[src/rtl/mmr_pkg.sv]
// rtl/mmr_pkg.sv - shared address map and state types for the mismatch collector
package mmr_pkg;

  localparam logic [1:0] MMR_ADDR_FLAGS = 2'd0;
  localparam logic [1:0] MMR_ADDR_CNT   = 2'd1;
  localparam logic [1:0] MMR_ADDR_FIRST = 2'd2;
  localparam logic [1:0] MMR_ADDR_CLR   = 2'd3;

  typedef enum logic {IDLE, PENDING} coll_state_t;

  // ACC_ACK means "access done, waiting for the requester to drop req_i"
  typedef enum logic {ACC_WAIT, ACC_ACK} acc_state_t;

endpackage

[src/rtl/mmr_mismatch_edge.sv]
// rtl/mmr_mismatch_edge.sv - rising-edge detector for one mismatch source
module mmr_mismatch_edge (
  input  logic clk_i,
  input  logic rst_i,
  input  logic mismatch_i,
  output logic ev_o
);

  logic r_prev;

  // remember last cycle's level so a held mismatch is reported only once
  always_ff @(posedge clk_i or posedge rst_i) begin
    if (rst_i) r_prev <= 1'b0;
    else       r_prev <= mismatch_i;
  end

  assign ev_o = mismatch_i & ~r_prev;

endmodule

[src/rtl/mmr_mismatch_collector.sv]
// rtl/mmr_mismatch_collector.sv - SEU event collector with sticky flags, counter and first-source capture
module mmr_mismatch_collector
  import mmr_pkg::*;
#(
  parameter int NUM_SRC = 16,
  parameter int CNT_W   = 16,
  parameter int SRC_W   = (NUM_SRC > 1) ? $clog2(NUM_SRC) : 1
) (
  input  logic               clk_i,
  input  logic               rst_i,
  input  logic [NUM_SRC-1:0] mismatch_i,
  input  logic               req_i,
  input  logic [1:0]         addr_i,
  output logic               ack_o,
  output logic [63:0]        rdata_o,
  output logic               irq_o
);

  // popcount of up to 64 events fits in 7 bits; one extra bit catches the saturation overflow
  localparam int PC_W  = 7;
  localparam int SUM_W = ((CNT_W > PC_W) ? CNT_W : PC_W) + 1;
  localparam logic [SUM_W-1:0] CNT_MAX = {{(SUM_W-CNT_W){1'b0}}, {CNT_W{1'b1}}};

  function automatic logic [PC_W-1:0] popcount(input logic [NUM_SRC-1:0] v);
    logic [PC_W-1:0] c;
    c = '0;
    for (int i = 0; i < NUM_SRC; i++) c = c + PC_W'(v[i]);
    return c;
  endfunction

  function automatic logic [SRC_W-1:0] lowest_idx(input logic [NUM_SRC-1:0] v);
    logic [SRC_W-1:0] idx;
    idx = '0;
    for (int i = NUM_SRC - 1; i >= 0; i--) if (v[i]) idx = SRC_W'(i);
    return idx;
  endfunction

  function automatic logic [CNT_W-1:0] sat_add(input logic [CNT_W-1:0] a, input logic [PC_W-1:0] b);
    logic [SUM_W-1:0] s;
    s = SUM_W'(a) + SUM_W'(b);
    if (s > CNT_MAX) return {CNT_W{1'b1}};
    return s[CNT_W-1:0];
  endfunction

  logic [NUM_SRC-1:0] w_ev;
  logic               w_any_ev;
  logic [PC_W-1:0]    w_pc;
  logic [SRC_W-1:0]   w_low_idx;
  logic               w_action;
  logic               w_clear;
  logic [63:0]        w_rdata_sel;

  logic [NUM_SRC-1:0] r_flags;
  logic [CNT_W-1:0]   r_cnt;
  logic               r_first_vld;
  logic [SRC_W-1:0]   r_first_idx;
  logic               r_ack;
  logic [63:0]        r_rdata;

  coll_state_t r_coll_state, w_coll_next;
  acc_state_t  r_acc_state, w_acc_next;

  for (genvar g = 0; g < NUM_SRC; g++) begin : g_edge
    mmr_mismatch_edge u_edge (
      .clk_i      (clk_i),
      .rst_i      (rst_i),
      .mismatch_i (mismatch_i[g]),
      .ev_o       (w_ev[g])
    );
  end

  assign w_any_ev  = |w_ev;
  assign w_pc      = popcount(w_ev);
  assign w_low_idx = lowest_idx(w_ev);
  assign w_action  = (r_acc_state == ACC_WAIT) && req_i;
  assign w_clear   = w_action && (addr_i == MMR_ADDR_CLR);

  // collector state register
  always_ff @(posedge clk_i or posedge rst_i) begin
    if (rst_i) r_coll_state <= IDLE;
    else       r_coll_state <= w_coll_next;
  end

  // a new event always wins over a clear in the same cycle so it is never lost
  always_comb begin
    w_coll_next = r_coll_state;
    if (w_any_ev)     w_coll_next = PENDING;
    else if (w_clear) w_coll_next = IDLE;
  end

  // access state register
  always_ff @(posedge clk_i or posedge rst_i) begin
    if (rst_i) r_acc_state <= ACC_WAIT;
    else       r_acc_state <= w_acc_next;
  end

  // act once per request, then wait for req_i to fall before re-arming
  always_comb begin
    w_acc_next = r_acc_state;
    case (r_acc_state)
      ACC_WAIT: if (req_i)  w_acc_next = ACC_ACK;
      ACC_ACK:  if (!req_i) w_acc_next = ACC_WAIT;
      default:              w_acc_next = ACC_WAIT;
    endcase
  end

  // read mux sees the registered values, i.e. the state before this cycle's events
  always_comb begin
    w_rdata_sel = '0;
    case (addr_i)
      MMR_ADDR_FLAGS: w_rdata_sel = 64'(r_flags);
      MMR_ADDR_CNT:   w_rdata_sel = 64'(r_cnt);
      MMR_ADDR_FIRST: w_rdata_sel = {r_first_vld, 63'(r_first_idx)};
      default:        w_rdata_sel = '0;
    endcase
  end

  // sticky flags, saturating counter and first-source capture; a clear reloads from this cycle's events
  always_ff @(posedge clk_i or posedge rst_i) begin
    if (rst_i) begin
      r_flags     <= '0;
      r_cnt       <= '0;
      r_first_vld <= 1'b0;
      r_first_idx <= '0;
    end else if (w_clear) begin
      r_flags     <= w_ev;
      r_cnt       <= sat_add('0, w_pc);
      r_first_vld <= w_any_ev;
      r_first_idx <= w_low_idx;
    end else begin
      r_flags <= r_flags | w_ev;
      r_cnt   <= sat_add(r_cnt, w_pc);
      if (!r_first_vld && w_any_ev) begin
        r_first_vld <= 1'b1;
        r_first_idx <= w_low_idx;
      end
    end
  end

  // one-cycle acknowledge with read data captured in the action cycle
  always_ff @(posedge clk_i or posedge rst_i) begin
    if (rst_i) begin
      r_ack   <= 1'b0;
      r_rdata <= '0;
    end else begin
      r_ack <= w_action;
      if (w_action) r_rdata <= w_rdata_sel;
    end
  end

  assign ack_o   = r_ack;
  assign rdata_o = r_rdata;
  assign irq_o   = (r_coll_state == PENDING);

endmodule
[config.mk]
export PLATFORM = sky130hd
export DESIGN_NAME = mmr_mismatch_collector
export DESIGN_NICKNAME = d
export VERILOG_FILES = /design/src/rtl/mmr_pkg.sv /design/src/rtl/mmr_mismatch_edge.sv /design/src/rtl/mmr_mismatch_collector.sv
export SDC_FILE = /design/constraint.sdc
export NUM_CORES = 1
export LEC_CHECK = 0
export ABC_CLOCK_PERIOD_IN_PS = 4500
export BUFFER_PORTS_ARGS = -buffer_cell sky130_fd_sc_hd__buf_2
export CORE_MARGIN = 3
export CORE_UTILIZATION = 49
export CTS_CLUSTER_DIAMETER = 30
export DETAILED_ROUTE_END_ITERATION = 8
export GPL_TIMING_DRIVEN = 0
export PLACE_DENSITY = 0.86
export SLEW_MARGIN = 5
export SYNTH_ARGS = -nofsm -noshare
export SYNTH_HDL_FRONTEND = slang
export SYNTH_SLANG_ARGS = --single-unit
[constraint.sdc]
create_clock -name clk_i -period 4.5 [get_ports clk_i]
set_input_delay 0 -clock clk_i [delete_from_list [all_inputs] [get_ports clk_i]]
set_output_delay 0 -clock clk_i [all_outputs]
set_load 0.1 [all_outputs]
**Yosys cells after proc, flatten, opt, wreduce, memory -nomap -nowiden**

Index checks and enable logic that the tools add are counted.

- Bits of input ports: 21
- Output and inout bits: 66
- Register bits: 120
- Logic and storage cells: 121

- Multiplexer cells: 34
- Reductions and logical operators: 8
- Equality and inequality tests: 3
- Add/sub/neg operators: 16
- Order comparisons: 2
- Bitwise operators: 34

Operators with widths:

| operator | count |
|---|---|
| 64-bit one-hot mux with 3 select lines | 1 |
| 16-bit 2-to-1 mux | 6 |
| 4-bit 2-to-1 mux | 18 |
| 7-bit by 1-bit adder with 7-bit output | 9 |
| 16-bit by 7-bit adder with 17-bit output | 1 |
| 17-bit by 16-bit > comparator with 1-bit output, second input constant | 1 |
| 1-bit NOT | 17 |
| 1-bit AND | 16 |
| 7-bit by 16-bit > comparator with 1-bit output, second input constant | 1 |
| 16-bit OR | 1 |
| 16-bit OR reduction | 1 |
| 1-bit 2-to-1 mux | 9 |
| 6-bit by 1-bit adder with 7-bit output | 1 |
| 5-bit by 1-bit adder with 6-bit output | 1 |
| 4-bit by 1-bit adder with 5-bit output | 1 |
| 3-bit by 1-bit adder with 4-bit output | 1 |
| 2-bit equality test, second input constant | 2 |
| 2-bit nonzero test | 2 |
| 2-bit by 1-bit adder with 3-bit output | 1 |
| 1-bit logical AND | 3 |
| 1-bit by 1-bit adder with 2-bit output | 1 |
| 2-bit by 1-bit equality test with 1-bit output, second input constant | 1 |
| 2-bit zero test | 1 |
| 1-bit zero test | 1 |

**Depth between registers and ports, before layout**

Gate-level depths: netlist of run 1.

- Depth after elaboration: 23
- Mapped depth: 21
- Depth with buffers taken out: 21

**Cells and area by module**

A second synthesis of run 1 with hierarchy kept.

- Cells, all modules: 419
- Area, all modules: 4202.8 µm²

Modules (own cells, without submodules):

| module | area each (µm²) | instances | cells an instance | sequential area each (µm²) |
|---|---|---|---|---|
| mmr_mismatch_collector | 3522.1 | 1 | 371 | 1426.4 |
| mmr_mismatch_edge | 42.5 | 16 | 3 | 25.0 |

**Worst setup path after synthesis of run 1**

OpenSTA, ideal clock, no wires.

- Path kind: reg-to-reg
- Start: register g_edge[5].u_edge.r_prev
- End: register r_cnt[2]
- Path buffers: 1
- Data arrival time: 4617 ps
- Period minus slack after synthesis: 4758 ps
- Data required time: 4359 ps
- Setup time: 141 ps
- Path slack: -258 ps
- Stages on the path, launching flop included: 18
- Cells stage by stage: dfrtp_1 -> nand2b_1 -> inv_1 -> fa_1 -> inv_1 -> fa_1 -> fa_1 -> fa_1 -> inv_1 -> ha_1 -> fa_1 -> xor2_1 -> ha_1 -> nor2b_1 -> o31a_1 -> o2111ai_1 -> buf_2 -> a31oi_1

- Cells in the longest elaborated chain, start to end: 19
- Elaborated cells on any way between the ends: 23
- Those cells by class: add/sub (12); order compare (2); mux (7); bitwise (2)

RTL lines:

| what | line | RTL |
|---|---|---|
| from (decl) | mmr_mismatch_edge.sv:9 | `logic r_prev;` |
| from (signal assigned) | mmr_mismatch_edge.sv:14 | `else r_prev <= mismatch_i;` |
| 1-bit NOT * | mmr_mismatch_edge.sv:17 | `assign ev_o = mismatch_i & ~r_prev;` |
| 1-bit AND * | mmr_mismatch_edge.sv:17 |  |
| 5-bit by 1-bit adder with 6-bit output * | mmr_mismatch_collector.sv:27 | `for (int i = 0; i < NUM_SRC; i++) c = c + PC_W'(v[i]);` |
| 6-bit by 1-bit adder with 7-bit output * | mmr_mismatch_collector.sv:27 |  |
| 7-bit by 1-bit adder with 7-bit output * (9 in series) | mmr_mismatch_collector.sv:27 |  |
| 16-bit by 7-bit adder with 17-bit output | mmr_mismatch_collector.sv:40 | `s = SUM_W'(a) + SUM_W'(b);` |
| 17-bit by 16-bit > comparator with 1-bit output | mmr_mismatch_collector.sv:41 | `if (s > CNT_MAX) return {CNT_W{1'b1}};` |
| 1-bit 2-to-1 mux | mmr_mismatch_collector.sv:41 |  |
| 1-bit 2-to-1 mux | mmr_mismatch_collector.sv:125 | `end else if (w_clear) begin` |
| 16-bit 2-to-1 mux | mmr_mismatch_collector.sv:42 | `return s[CNT_W-1:0];` |
| 16-bit 2-to-1 mux * | mmr_mismatch_collector.sv:125 |  |
| to (signal assigned) | mmr_mismatch_collector.sv:127 | `r_cnt <= sat_add('0, w_pc);` |
| to (signal assigned) | mmr_mismatch_collector.sv:132 | `r_cnt <= sat_add(r_cnt, w_pc);` |
| to (decl) | mmr_mismatch_collector.sv:54 | `logic [CNT_W-1:0] r_cnt;` |

Every way passes the cells marked *; elsewhere a longest branch is shown, timed or not. The select of a mux whose other input is x is not followed.
A chain may end at the register's enable or synchronous reset.

**Worst setup path in the final report of run 1**

- Start: register g_edge[5].u_edge.r_prev
- End: register r_cnt[4]

The elaborated chain is that of the path after synthesis.

==> summary.txt, run 1 <==
Clocking
  – CTS sink count: 73
  – Total CTS buffers: 9
  – Worst-Skew Late Latency: ~0.35 ns
  – Longest Clk Path Bufs: 2
  – Clk pin slew, worst setup/hold paths: 0.08 ns
  – H-tree depth: 3
  – Root Buffer: clkbuf_8
  – CTS tree: yes

Route
  – Final ANT Viol Nets: 0
  – Routed len/inst: 14.2 um
  – Vias: ~3100
  – Routed WL: ~9 mm
  – DRC marker count from the first detailed-route iteration: between 200 and 250
  – Vias per std cell: just under 5
  – Residual DRC: 0
  – TritonRoute pass-1 iters: 4

Critical path
  – CP Capture Point: r_cnt[4]
  – Crit-path max FO: 10
  – Crit path buf inv count: 6
  – WP data arrival: between 5 and 6 ns
  – Max incr delay on CP: roughly 0.57 ns
  – Critical Path Start Type: register
  – Cell depth of the worst flop-to-flop path: 18
  – Slowest CP cell: fa_2
  – Setup crit start: g_edge[5].u_edge.r_prev
  – RR Endpoint: r_cnt[4]
  – Kind of end point of the critical path: register
  – R2R Setup Slk: -0.27 ns
  – Worst path depth: 18
  – WS Path Type: register to register
  – Worst-path cell chain: nand2b_4 -> inv_4 -> fa_1 -> inv_1 -> fa_1 -> fa_2 -> fa_1 -> inv_1 -> ha_2 -> fa_2 -> inv_2 -> fa_2 -> nor2b_4 -> o31a_1 -> buf_6 -> o2111ai_4 -> buf_6 -> a31oi_1
  – Worst r2r src: g_edge[5].u_edge.r_prev
  – Critical path's top delay family: adder cells
  – Req. time, crit path: about 4.8 ns

STA
  – RSZ-0062 raised after global routing: true
  – Max Clk Rate: between 200 and 250 MHz
  – Worst Max-Slew Pin Slew: between 0.5 and 0.6 ns
  – Final worst slack: -0.274 ns
  – Fin crit period: 4.77 ns
  – Final hold vios: 0
  – Final setup viols: 16
  – Setup Skew: 0.00883 ns
  – Max-slew headroom: 0.608
  – Period utilisation layout: 1.06
  – Final number of max-transition violations: 0

Cells and area
  – Fin cells: about 650
  – # fillers: a little over 600
  – P&R area growth vs syn: 32.8%
  – Number of antenna diodes: 0
  – Fraction of layout cells with a size suffix above 1: 0.328
  – Nets: 583
  – Fin area: approximately 5400 um2

Logic synthesis
  – Top cell type by total area after synthesis: dfrtp_1
  – Cells after Synth: between 400 and 500
  – Most used DFF post-synth: dfrtp_1
  – Synth top area share: 0.453
  – EDFF count, synth: 0
  – FF+latch count, synth: 73
  – Distinct cells, synth: between 40 and 50
  – Area contributors post-synth: dfrtp_1 45%, buf_4 8.7%, fa_1 5.5%
  – Ys async rst share: 1.00
  – Synth warnings: 0
  – Post-synthesis cell area: approximately 4000 um2
  – Top-count cell post-synth: dfrtp_1
  – Sequential fraction of the synthesis area: 0.453
  – Commonest cells in the netlist: 73 x dfrtp_1, 56 x nand2_1, 47 x buf_4
  – Synth Area per Inst: between 9 and 10 um2

Die
  – Io pins: between 80 and 90
  – Die X-Extent: slightly below 100 um
  – # rows: 32
  – Die area: between 9000 and 10000 um2
  – Effective utilization at floorplan: 0.514
  – Die Span Y: around 97 um
  – Core box area: 7850 um2

Global routing
  – Initial antenna violation count: 0
  – Overflow after GRT: 0
  – GRT Util Overall: 0.199
  – Largest net degree at the start of global routing: 74
  – Global-route wire length before repair: about 15 mm
  – Number of global-route vias before repair: 3175

Placement
  – IO buf count: 38
  – DPL Wire Length: ~6.3 mm
  – Placed instance count: just under 600
  – Final GP Congestion: around 0.88
  – Post-DP Area: between 4000 and 5000 um2
  – Pre-CTS setup slack: -0.466 ns

Outcome
  – Failing checks: setup timing
  – Status: finished with violations

Pwr
  – Max IR drop VDD: between 0.2 and 0.3 mV
  – Clock share of power: 0.203
  – Pwr per Cell Area: between 500 and 600 nW/um2
  – Sw Pwr: 1190 uW
  – Total power: between 2000 and 3000 uW
  – Sequential share of power: 0.289
  – Cell-internal power: around 1700 uW
  – Sw Ratio: 0.417
  – Combinational share of power: 0.508
  – Lkg Pwr: around 0.0028 uW

Worst hold path
  – Worst min-delay path class: input pin to register

Flow run
  – # Max-Cap Violations: 0
## area by class of cell
| type | count | area, um2 | area share |
|---|---|---|---|
| Buffer | 57 | 400 | 0.0747 |
| Clock buffer | 11 | 151 | 0.0283 |
| Clock inverter | 5 | 77.6 | 0.0145 |
| Inverter | 30 | 120 | 0.0224 |
| Multi-Input combinational cell | 295 | 2120 | 0.396 |
| Sequential cell | 73 | 1830 | 0.341 |
| Tap cell | 102 | 128 | 0.0238 |
| Timing Repair Buffer | 74 | 533 | 0.0995 |
## worst register-to-register path: stages, from the launching register on
cell and delay [ns]:
dfrtp_1 0.33, nand2b_4 0.13, inv_4 0.04, fa_1 0.53, inv_1 0.05, fa_1 0.50
fa_2 0.44, fa_1 0.50, inv_1 0.05, ha_2 0.18, fa_2 0.57, inv_2 0.05
fa_2 0.37, nor2b_4 0.13, o31a_1 0.14, buf_6 0.13, o2111ai_4 0.16, buf_6 0.19
a31oi_1 0.21
## logic make-up (layout without fill, tap and decap cells)
logic type	after synthesis	count (layout)	share of synthesized area
AOI/OAI and AO/OA	71	71	0.107
DFF	73	73	0.453
xor gates and xnor gates	9	9	0.0195
muxes	20	20	0.0533
buffers and inverters	87	177	0.126
adders and majority gates	22	22	0.0887
and+or+nand+nor	126	126	0.152
other	1	47	0.000930
## layout by cell type, fill, tap and decap left out, drive strengths merged, types with 6 or more instances in the layout
master,synthesis,layout
buf,52,108
dfrtp,73,73
nand2,56,56
conb,1,47
inv,30,30
o21ai,25,25
nor2,24,24
a21oi,19,19
dlygate4sd3,0,18
mux2i,17,17
clkbuf,5,16
nand2b,13,13
fa,11,11
ha,11,11
nor2b,8,8
a31oi,7,7
a21o,6,6
## routing by layer
layer | vias to the layer above | wire, um | global-route usage
met4 | 0 | 137 | 0.0572
met1 | 1480 | 3670 | 0.247
li1 | 1525 | - | -
met3 | 14 | 800 | 0.0649
met5 | - | 0 | 0
met2 | 128 | 4570 | 0.333
## registers in the layout, indices dropped and copies added, names as in the netlist
name and cells:
r_flags 16, g_edge.u_edge.r_prev 16, irq_o 1, r_acc_state 1, r_first_vld 1, r_first_idx 4, rdata_o 17, ack_o 1
r_cnt 16
## worst min-delay path by stage
stage	endpoint	startpoint	slack, ns	depth (start not counted)
2_1_floorplan	g_edge[0].u_edge.r_prev	mismatch_i[0]	0.03	0
3_3_place_gp	g_edge[14].u_edge.r_prev	mismatch_i[14]	0.12	1
3_5_place_dp	rdata_o[2]	rst_i	0.11	3
4_1_cts	r_flags[7]	mismatch_i[7]	0.01	4
5_1_grt	r_flags[13]	mismatch_i[13]	0.04	4
6_report	r_flags[0]	mismatch_i[0]	0.04	4
## power groups by stage
stage                     combinational [uW]  sequential (uW)  clock, uW
after floorplan                          773              983          0
after global placement                  1070              821          0
after detailed placement                1120              826          0
after CTS                               1310              816        587
after global routing                    1550              833        619
final                                   1450              823        580
## stage by stage
step | util | setup TNS, ns | hold slack [ns]
6_report | 0.683 | -3.32 | 0.0356
5_1_grt | 0.683 | -6.06 | 0.0395
4_1_cts | 0.669 | -2.65 | 0.0100
3_5_place_dp | 0.589 | -6.70 | 0.110
3_3_place_gp | 0.585 | -5.00 | 0.120
2_1_floorplan | - | -0.767 | 0.0314
## what timing repair did
| item | 4_1_cts | 5_1_grt |
|---|---|---|
| endpoints found under the setup margin | 16 | 16 |
| endpoints found under the hold margin | 93 | 0 |
| pin swaps | 16 | 11 |
| hold buffers | 18 | 0 |
| gates resized for setup | 21 | 18 |
| setup buffers | 14 | 3 |
No activity file was read; power rests on OpenSTA's default activity.
==> inputs of run 2 (changes only) <==
--- a/config.mk
+++ b/config.mk
@@ -5,14 +5,15 @@
 export SDC_FILE = /design/constraint.sdc
 export NUM_CORES = 1
 export LEC_CHECK = 0
+export ABC_AREA = 1
 export ABC_CLOCK_PERIOD_IN_PS = 4500
 export BUFFER_PORTS_ARGS = -buffer_cell sky130_fd_sc_hd__buf_2
 export CORE_MARGIN = 3
-export CORE_UTILIZATION = 49
+export CORE_UTILIZATION = 50
 export CTS_CLUSTER_DIAMETER = 30
 export DETAILED_ROUTE_END_ITERATION = 8
 export GPL_TIMING_DRIVEN = 0
-export PLACE_DENSITY = 0.86
+export PLACE_DENSITY = 0.87
 export SLEW_MARGIN = 5
 export SYNTH_ARGS = -nofsm -noshare
 export SYNTH_HDL_FRONTEND = slang
==> summary.txt, run 2 <==
Cells and area
  – Most frequent cells in the layout: 103 x nand2_1, 73 x dfrtp_1, 61 x inv_1
  – Fraction of layout cells with a size suffix above 1: 0.302
  – Commonest non-fill, non-tap cell in the layout: nand2_1
  – # fillers: 603
  – Area of the multi-input gates: 2000 um2
  – Fin area: about 5400 um2
  – Max FFs per register: 17
  – Nets: 643
  – P&R area growth vs syn: 29.9%
  – Final Core Density: 0.680
  – Sequential Area: approximately 1800 um2
  – Number of antenna diodes: 0

Clocking
  – CTS tree: yes
  – Total CTS buffers: 9
  – Root Buffer: clkbuf_8
  – Clk pin slew, worst setup/hold paths: 0.08 ns
  – Longest Clk Path Bufs: 2
  – H-tree depth: 3
  – Worst-Skew Late Latency: 0.35 ns
  – CTS sink count: 73

Outcome
  – Failing checks: setup timing
  – Status: finished with violations

STA
  – Worst Max-Slew Pin Slew: 0.574 ns
  – Final number of max-transition violations: 0
  – Worst hold margin: between 0.04 and 0.05 ns
  – Max-slew headroom: 0.616
  – Final hold vios: 0
  – Setup TNS: -2.65 ns
  – Final worst slack: -0.227 ns
  – RSZ-0062 raised after global routing: true
  – Period utilisation layout: 1.05
  – Setup Skew: between 0.01 and 0.015 ns
  – Final setup viols: 16
  – Max Clk Rate: 212 MHz
  – Fin crit period: 4.73 ns

Placement
  – DPL Wire Length: 6.68 mm
  – Post-DP Area: around 4700 um2
  – Final GP Congestion: between 0.9 and 1
  – IO buf count: 39

Route
  – Routed WL: around 9.8 mm
  – Routed len/inst: between 10 and 15 um
  – TritonRoute pass-1 iters: 5
  – Residual DRC: 0
  – Vias per std cell: ~4.9
  – Vias: about 3500
  – DRC marker count from the first detailed-route iteration: 292
  – Final ANT Viol Nets: 0

Logic synthesis
  – Mux contribution to synthesized area: 0
  – Main combinational cell family by area after synthesis: simple AND/OR/NAND/NOR gates
  – Post-synthesis cell area: ~4100 um2
  – Distinct cells, synth: 36
  – Synth warnings: 0
  – Synth Area per Inst: 8.76 um2
  – Adder-Cell Fraction of Synth Area: 0.0867
  – EDFF count, synth: 0
  – Simple logic cell fraction of the synthesized area: 0.191
  – Cells after Synth: about 470
  – Commonest cells in the netlist: 105 x nand2_1, 73 x dfrtp_1, 65 x inv_1
  – XOR/XNOR Fraction of Synth Area: 0.0340
  – Most used DFF post-synth: dfrtp_1
  – Area contributors post-synth: dfrtp_1 44%, nand2_1 9.6%, buf_4 8.6%
  – Synth Area in Compound Gates: 0.0861
  – Ys async rst share: 1.00
  – Top cell type by total area after synthesis: dfrtp_1
  – FF+latch count, synth: 73
  – Sequential fraction of the synthesis area: 0.443
  – Synth top area share: 0.443
  – Top-count cell post-synth: nand2_1

Global routing
  – Initial antenna violation count: 0
  – Number of global-route vias before repair: 3252
  – Global-route wire length before repair: 15.3 mm
  – GRT Util Overall: 0.201
  – Overflow after GRT: 0
  – Largest net degree at the start of global routing: 62

Die
  – Die X-Extent: between 90 and 100 um
  – Effective utilization at floorplan: 0.523
  – Die Span Y: 96.8 um
  – Io pins: a little under 90
  – # rows: 32
  – Core box area: roughly 7900 um2
  – Die area: 9380 um2

Critical path
  – WS Path Type: register to register
  – WP data arrival: 5.00 ns
  – Kind of end point of the critical path: register
  – Critical Path Start Type: register
  – Crit-path max FO: 6
  – Cell depth of the worst flop-to-flop path: 18
  – Req. time, crit path: between 4 and 5 ns

Flow run
  – # Max-Cap Violations: 0

Worst hold path
  – Worst min-delay path class: input pin to register
  – Worst hold stages: 4

Pwr
  – Pwr per Cell Area: between 500 and 600 nW/um2
  – Max IR drop VDD: roughly 0.47 mV
  – Lkg Pwr: 0.00285 uW
run 2: worst max-delay path, cell delays in order, from the launching register on:
cell	delay, ns
dfrtp_1	0.43
nor2_4	0.16
fa_1	0.45
fa_1	0.50
inv_1	0.05
fa_1	0.46
fa_1	0.50
inv_1	0.05
ha_2	0.18
fa_2	0.56
inv_2	0.04
fa_2	0.35
o21ai_2	0.17
nand3_2	0.10
nand2_4	0.11
nand2_8	0.08
nor2_4	0.13
nand2_4	0.11
a31oi_1	0.21
run 2: cell families (layout without fill, tap and decap cells):
logic type               after synthesis  in the layout
buffers and inverters                126            214
other                                  1             47
XOR/XNOR                              16             16
adder cells (fa/ha/maj)               22             22
AO/OA/AOI/OAI                         63             63
AND/OR/NAND/NOR                      170            170
flip-flops                            73             73
run 2: final timing paths:
path	slack, ns	startpoint	endpoint
worst min-delay path	0.04	addr_i[0]	rdata_o[63]
min in group asynchronous	0.10	rst_i	rdata_o[12]
worst max register to register	-0.23	g_edge[11].u_edge.r_prev	r_cnt[4]
worst max-delay path	-0.23	g_edge[11].u_edge.r_prev	r_cnt[4]
worst min register to register	0.48	r_flags[6]	r_flags[6]
max in group asynchronous	3.85	rst_i	r_first_idx[2]
run 2: area by class of cell:
class,count,share of cell area
Multi-Input combinational cell,318,0.374
Buffer,55,0.0721
Timing Repair Buffer,72,0.0969
Clock inverter,6,0.0168
Tap cell,102,0.0238
Sequential cell,73,0.341
Clock buffer,10,0.0257
Inverter,71,0.0502
run 2: what timing repair did:
action,in CTS,in global routing
hold buffers,18,0
hold endpoints to repair,92,0
buffers inserted,8,6
setup endpoints to repair,16,16
pin swaps,17,16
resized for setup,25,22
run 2: per-layer routing:
| metal | share of wire | up-vias | GRT usage | wire, um |
|---|---|---|---|---|
| li1 | - | 1618 | - | - |
| met1 | 0.39 | 1647 | 0.242 | 3880 |
| met2 | 0.50 | 172 | 0.350 | 4920 |
| met3 | 0.079 | 28 | 0.0469 | 780 |
| met4 | 0.026 | 0 | 0.0724 | 255 |
| met5 | 0 | - | 0 | 0 |
run 2: power breakdown:
part / internal [uW] / switching, uW / leakage (uW)
logic: 480 / 862 / 0.00189
registers: 754 / 75.3 / 0.000849
clock network: 329 / 257 / 0.000113
total: 1560 / 1190 / 0.00285
run 2: metrics by stage:
stage          total power, uW  setup WS (ns)  instances
5_1_grt                   2890         -0.392        707
3_3_place_gp              1840         -0.246        658
3_5_place_dp              1890         -0.378        659
6_report                  2760         -0.227        707
2_1_floorplan             1700       0.000202        517
4_1_cts                   2610         -0.213        701
==> inputs of run 3 (changes only) <==
--- a/config.mk
+++ b/config.mk
@@ -13,6 +13,7 @@
 export CTS_CLUSTER_DIAMETER = 30
 export DETAILED_ROUTE_END_ITERATION = 8
 export GPL_TIMING_DRIVEN = 0
+export HOLD_SLACK_MARGIN = 0.15
 export PLACE_DENSITY = 0.87
 export SLEW_MARGIN = 5
 export SYNTH_ARGS = -nofsm -noshare
==> summary.txt, run 3 (synthesis results as in run 2) <==
Cells and area
  – Fin area: roughly 5400 um2
  – Fin cells: 711
  – Max FFs per register: 17
  – Commonest non-fill, non-tap cell in the layout: nand2_1
  – Most frequent cells in the layout: 103 x nand2_1, 73 x dfrtp_1, 58 x buf_4
  – P&R area growth vs syn: 30.5%
  – Fraction of layout cells with a size suffix above 1: 0.304
  – # fillers: roughly 600
  – Nets: around 650
  – Number of antenna diodes: 0

Global routing
  – Number of global-route vias before repair: approximately 3300
  – GRT Util Overall: 0.203
  – Global-route wire length before repair: 15.5 mm
  – Overflow after GRT: 0
  – Initial antenna violation count: 0
  – Largest net degree at the start of global routing: between 60 and 70

Worst hold path
  – Worst min-delay path class: input pin to register

Die
  – Io pins: 87
  – # rows: 32
  – Core box area: about 7900 um2
  – Effective utilization at floorplan: 0.523
  – Die X-Extent: ~97 um
  – Die Span Y: ~97 um
  – Die area: around 9400 um2

Critical path
  – WS Path Type: register to register
  – Req. time, crit path: roughly 4.8 ns
  – Worst r2r src: g_edge[5].u_edge.r_prev
  – R2R Setup Slk: -0.19 ns
  – Setup crit start: g_edge[5].u_edge.r_prev
  – Critical Path Start Type: register
  – RR Endpoint: r_cnt[3]
  – Max incr delay on CP: roughly 0.56 ns
  – WP data arrival: 4.97 ns
  – Crit-path max FO: 4
  – CP Capture Point: r_cnt[3]
  – Kind of end point of the critical path: register
  – Worst-path cell chain: nor2_4 -> fa_1 -> inv_2 -> fa_1 -> fa_2 -> fa_1 -> inv_1 -> ha_2 -> fa_2 -> inv_2 -> fa_2 -> o21ai_2 -> nand3_2 -> nand2_4 -> nand2_8 -> nor2_4 -> buf_4 -> o21ai_1 -> o21ai_1
  – Cell depth of the worst flop-to-flop path: 19
  – Slowest CP cell: fa_1

Route
  – Vias: between 3000 and 4000
  – Routed WL: slightly below 10 mm
  – Vias per std cell: about 4.8
  – Residual DRC: 0
  – Final ANT Viol Nets: 0
  – Routed len/inst: 13.6 um
  – DRC marker count from the first detailed-route iteration: around 240
  – TritonRoute pass-1 iters: 4

STA
  – Period utilisation layout: 1.04
  – Setup TNS: -2.21 ns
  – Final worst slack: -0.194 ns
  – RSZ-0062 raised after global routing: true
  – Final hold vios: 0
  – Max Clk Rate: around 210 MHz
  – Final setup viols: 16
  – Setup Skew: around 0.0085 ns
  – Fin crit period: between 4 and 5 ns
  – Max-slew headroom: 0.626
  – Final number of max-transition violations: 0
  – Worst Max-Slew Pin Slew: around 0.56 ns

Pwr
  – Max IR drop VDD: 0.457 mV
  – Total power: around 2700 uW
  – Lkg Pwr: approximately 0.0029 uW
  – Pwr per Cell Area: just over 500 nW/um2

Outcome
  – Failing checks: setup timing
  – Status: finished with violations

Clocking
  – Worst-Skew Late Latency: ~0.35 ns
  – Clk pin slew, worst setup/hold paths: 0.08 ns
  – H-tree depth: 3
  – CTS tree: yes
  – Root Buffer: clkbuf_8
  – Total CTS buffers: 9
  – Longest Clk Path Bufs: 2
  – CTS sink count: 73

Placement
  – Post-DP Area: approximately 4700 um2
  – Pre-CTS setup slack: -0.378 ns
  – Placed instance count: around 660
  – DPL Wire Length: approximately 6.7 mm
  – Final GP Congestion: between 0.9 and 1
  – IO buf count: 39

Flow run
  – # Max-Cap Violations: 0
==> run 3: changes by cell type in the layout (fill, tap and decap cells not counted), moves of 2 or more <==
| cell | previous run | this run |
|---|---|---|
| inv_1 | 61 | 57 |
| inv_2 | 9 | 12 |
| o21ai_2 | 7 | 4 |
| a21oi_1 | 36 | 33 |
| a21oi_2 | 2 | 5 |
| dlygate4sd3_1 | 18 | 24 |
| o21ai_1 | 2 | 4 |
| buf_6 | 3 | 1 |
==> run 3: critical path: cells and delay by family, from the launching register on <==
kind	cells	cell delay, ns
adder cells (fa/ha/maj)	7	3.12
AND/OR/NAND/NOR	5	0.49
flip-flops	1	0.37
buffers and inverters	4	0.31
AO/OA/AOI/OAI	3	0.31
==> run 3: routing by layer <==
metal | wire [um] | vias to the layer above | share of wire | global-route usage
met5 | 0 | - | 0 | 0
met4 | 224 | 0 | 0.023 | 0.0756
met3 | 720 | 22 | 0.074 | 0.0490
met2 | 4850 | 133 | 0.50 | 0.356
met1 | 3880 | 1619 | 0.40 | 0.241
li1 | - | 1629 | - | -
==> run 3: timing repair <==
item	4_1_cts	5_1_grt
hold buffers	23	2
gates resized for setup	25	22
endpoints found under the hold margin	113	2
pin swaps	17	14
endpoints found under the setup margin	16	16
buffers inserted	8	4
==> run 3: area by class of cell <==
type	count	area (um2)	share of cell area
sequential	73	1830	0.339
inverter	71	272	0.0504
multi-input combinational	318	1990	0.369
clock buffer	10	138	0.0256
timing repair buffer	76	557	0.103
buffer	55	387	0.0718
clock inverter	6	90.1	0.0167
tap	102	128	0.0237
==> run 3: metrics by stage <==
step	utilization	hold slack, ns
after floorplan	-	0.0314
after global placement	0.588	0.122
after detailed placement	0.591	-0.0731
after CTS	0.668	0.161
after global routing	0.683	0.195
final	0.683	0.168
==> run 3: worst min-delay path by stage <==
stage	startpoint	endpoint	slack, ns	cells past startpoint
2_1_floorplan	mismatch_i[0]	g_edge[0].u_edge.r_prev	0.03	0
3_3_place_gp	mismatch_i[1]	g_edge[1].u_edge.r_prev	0.12	1
3_5_place_dp	rst_i	rdata_o[10]	-0.07	2
4_1_cts	mismatch_i[1]	r_flags[1]	0.16	5
5_1_grt	mismatch_i[1]	r_flags[1]	0.19	5
6_report	mismatch_i[1]	r_first_idx[2]	0.17	6
==> run 3: where the power goes <==
| part | switching, uW | internal, uW | total, uW |
|---|---|---|---|
| Combinational | 841 | 462 | 1300 |
| Sequential | 74.1 | 754 | 829 |
| Clock | 257 | 329 | 586 |
| Total | 1170 | 1550 | 2720 |
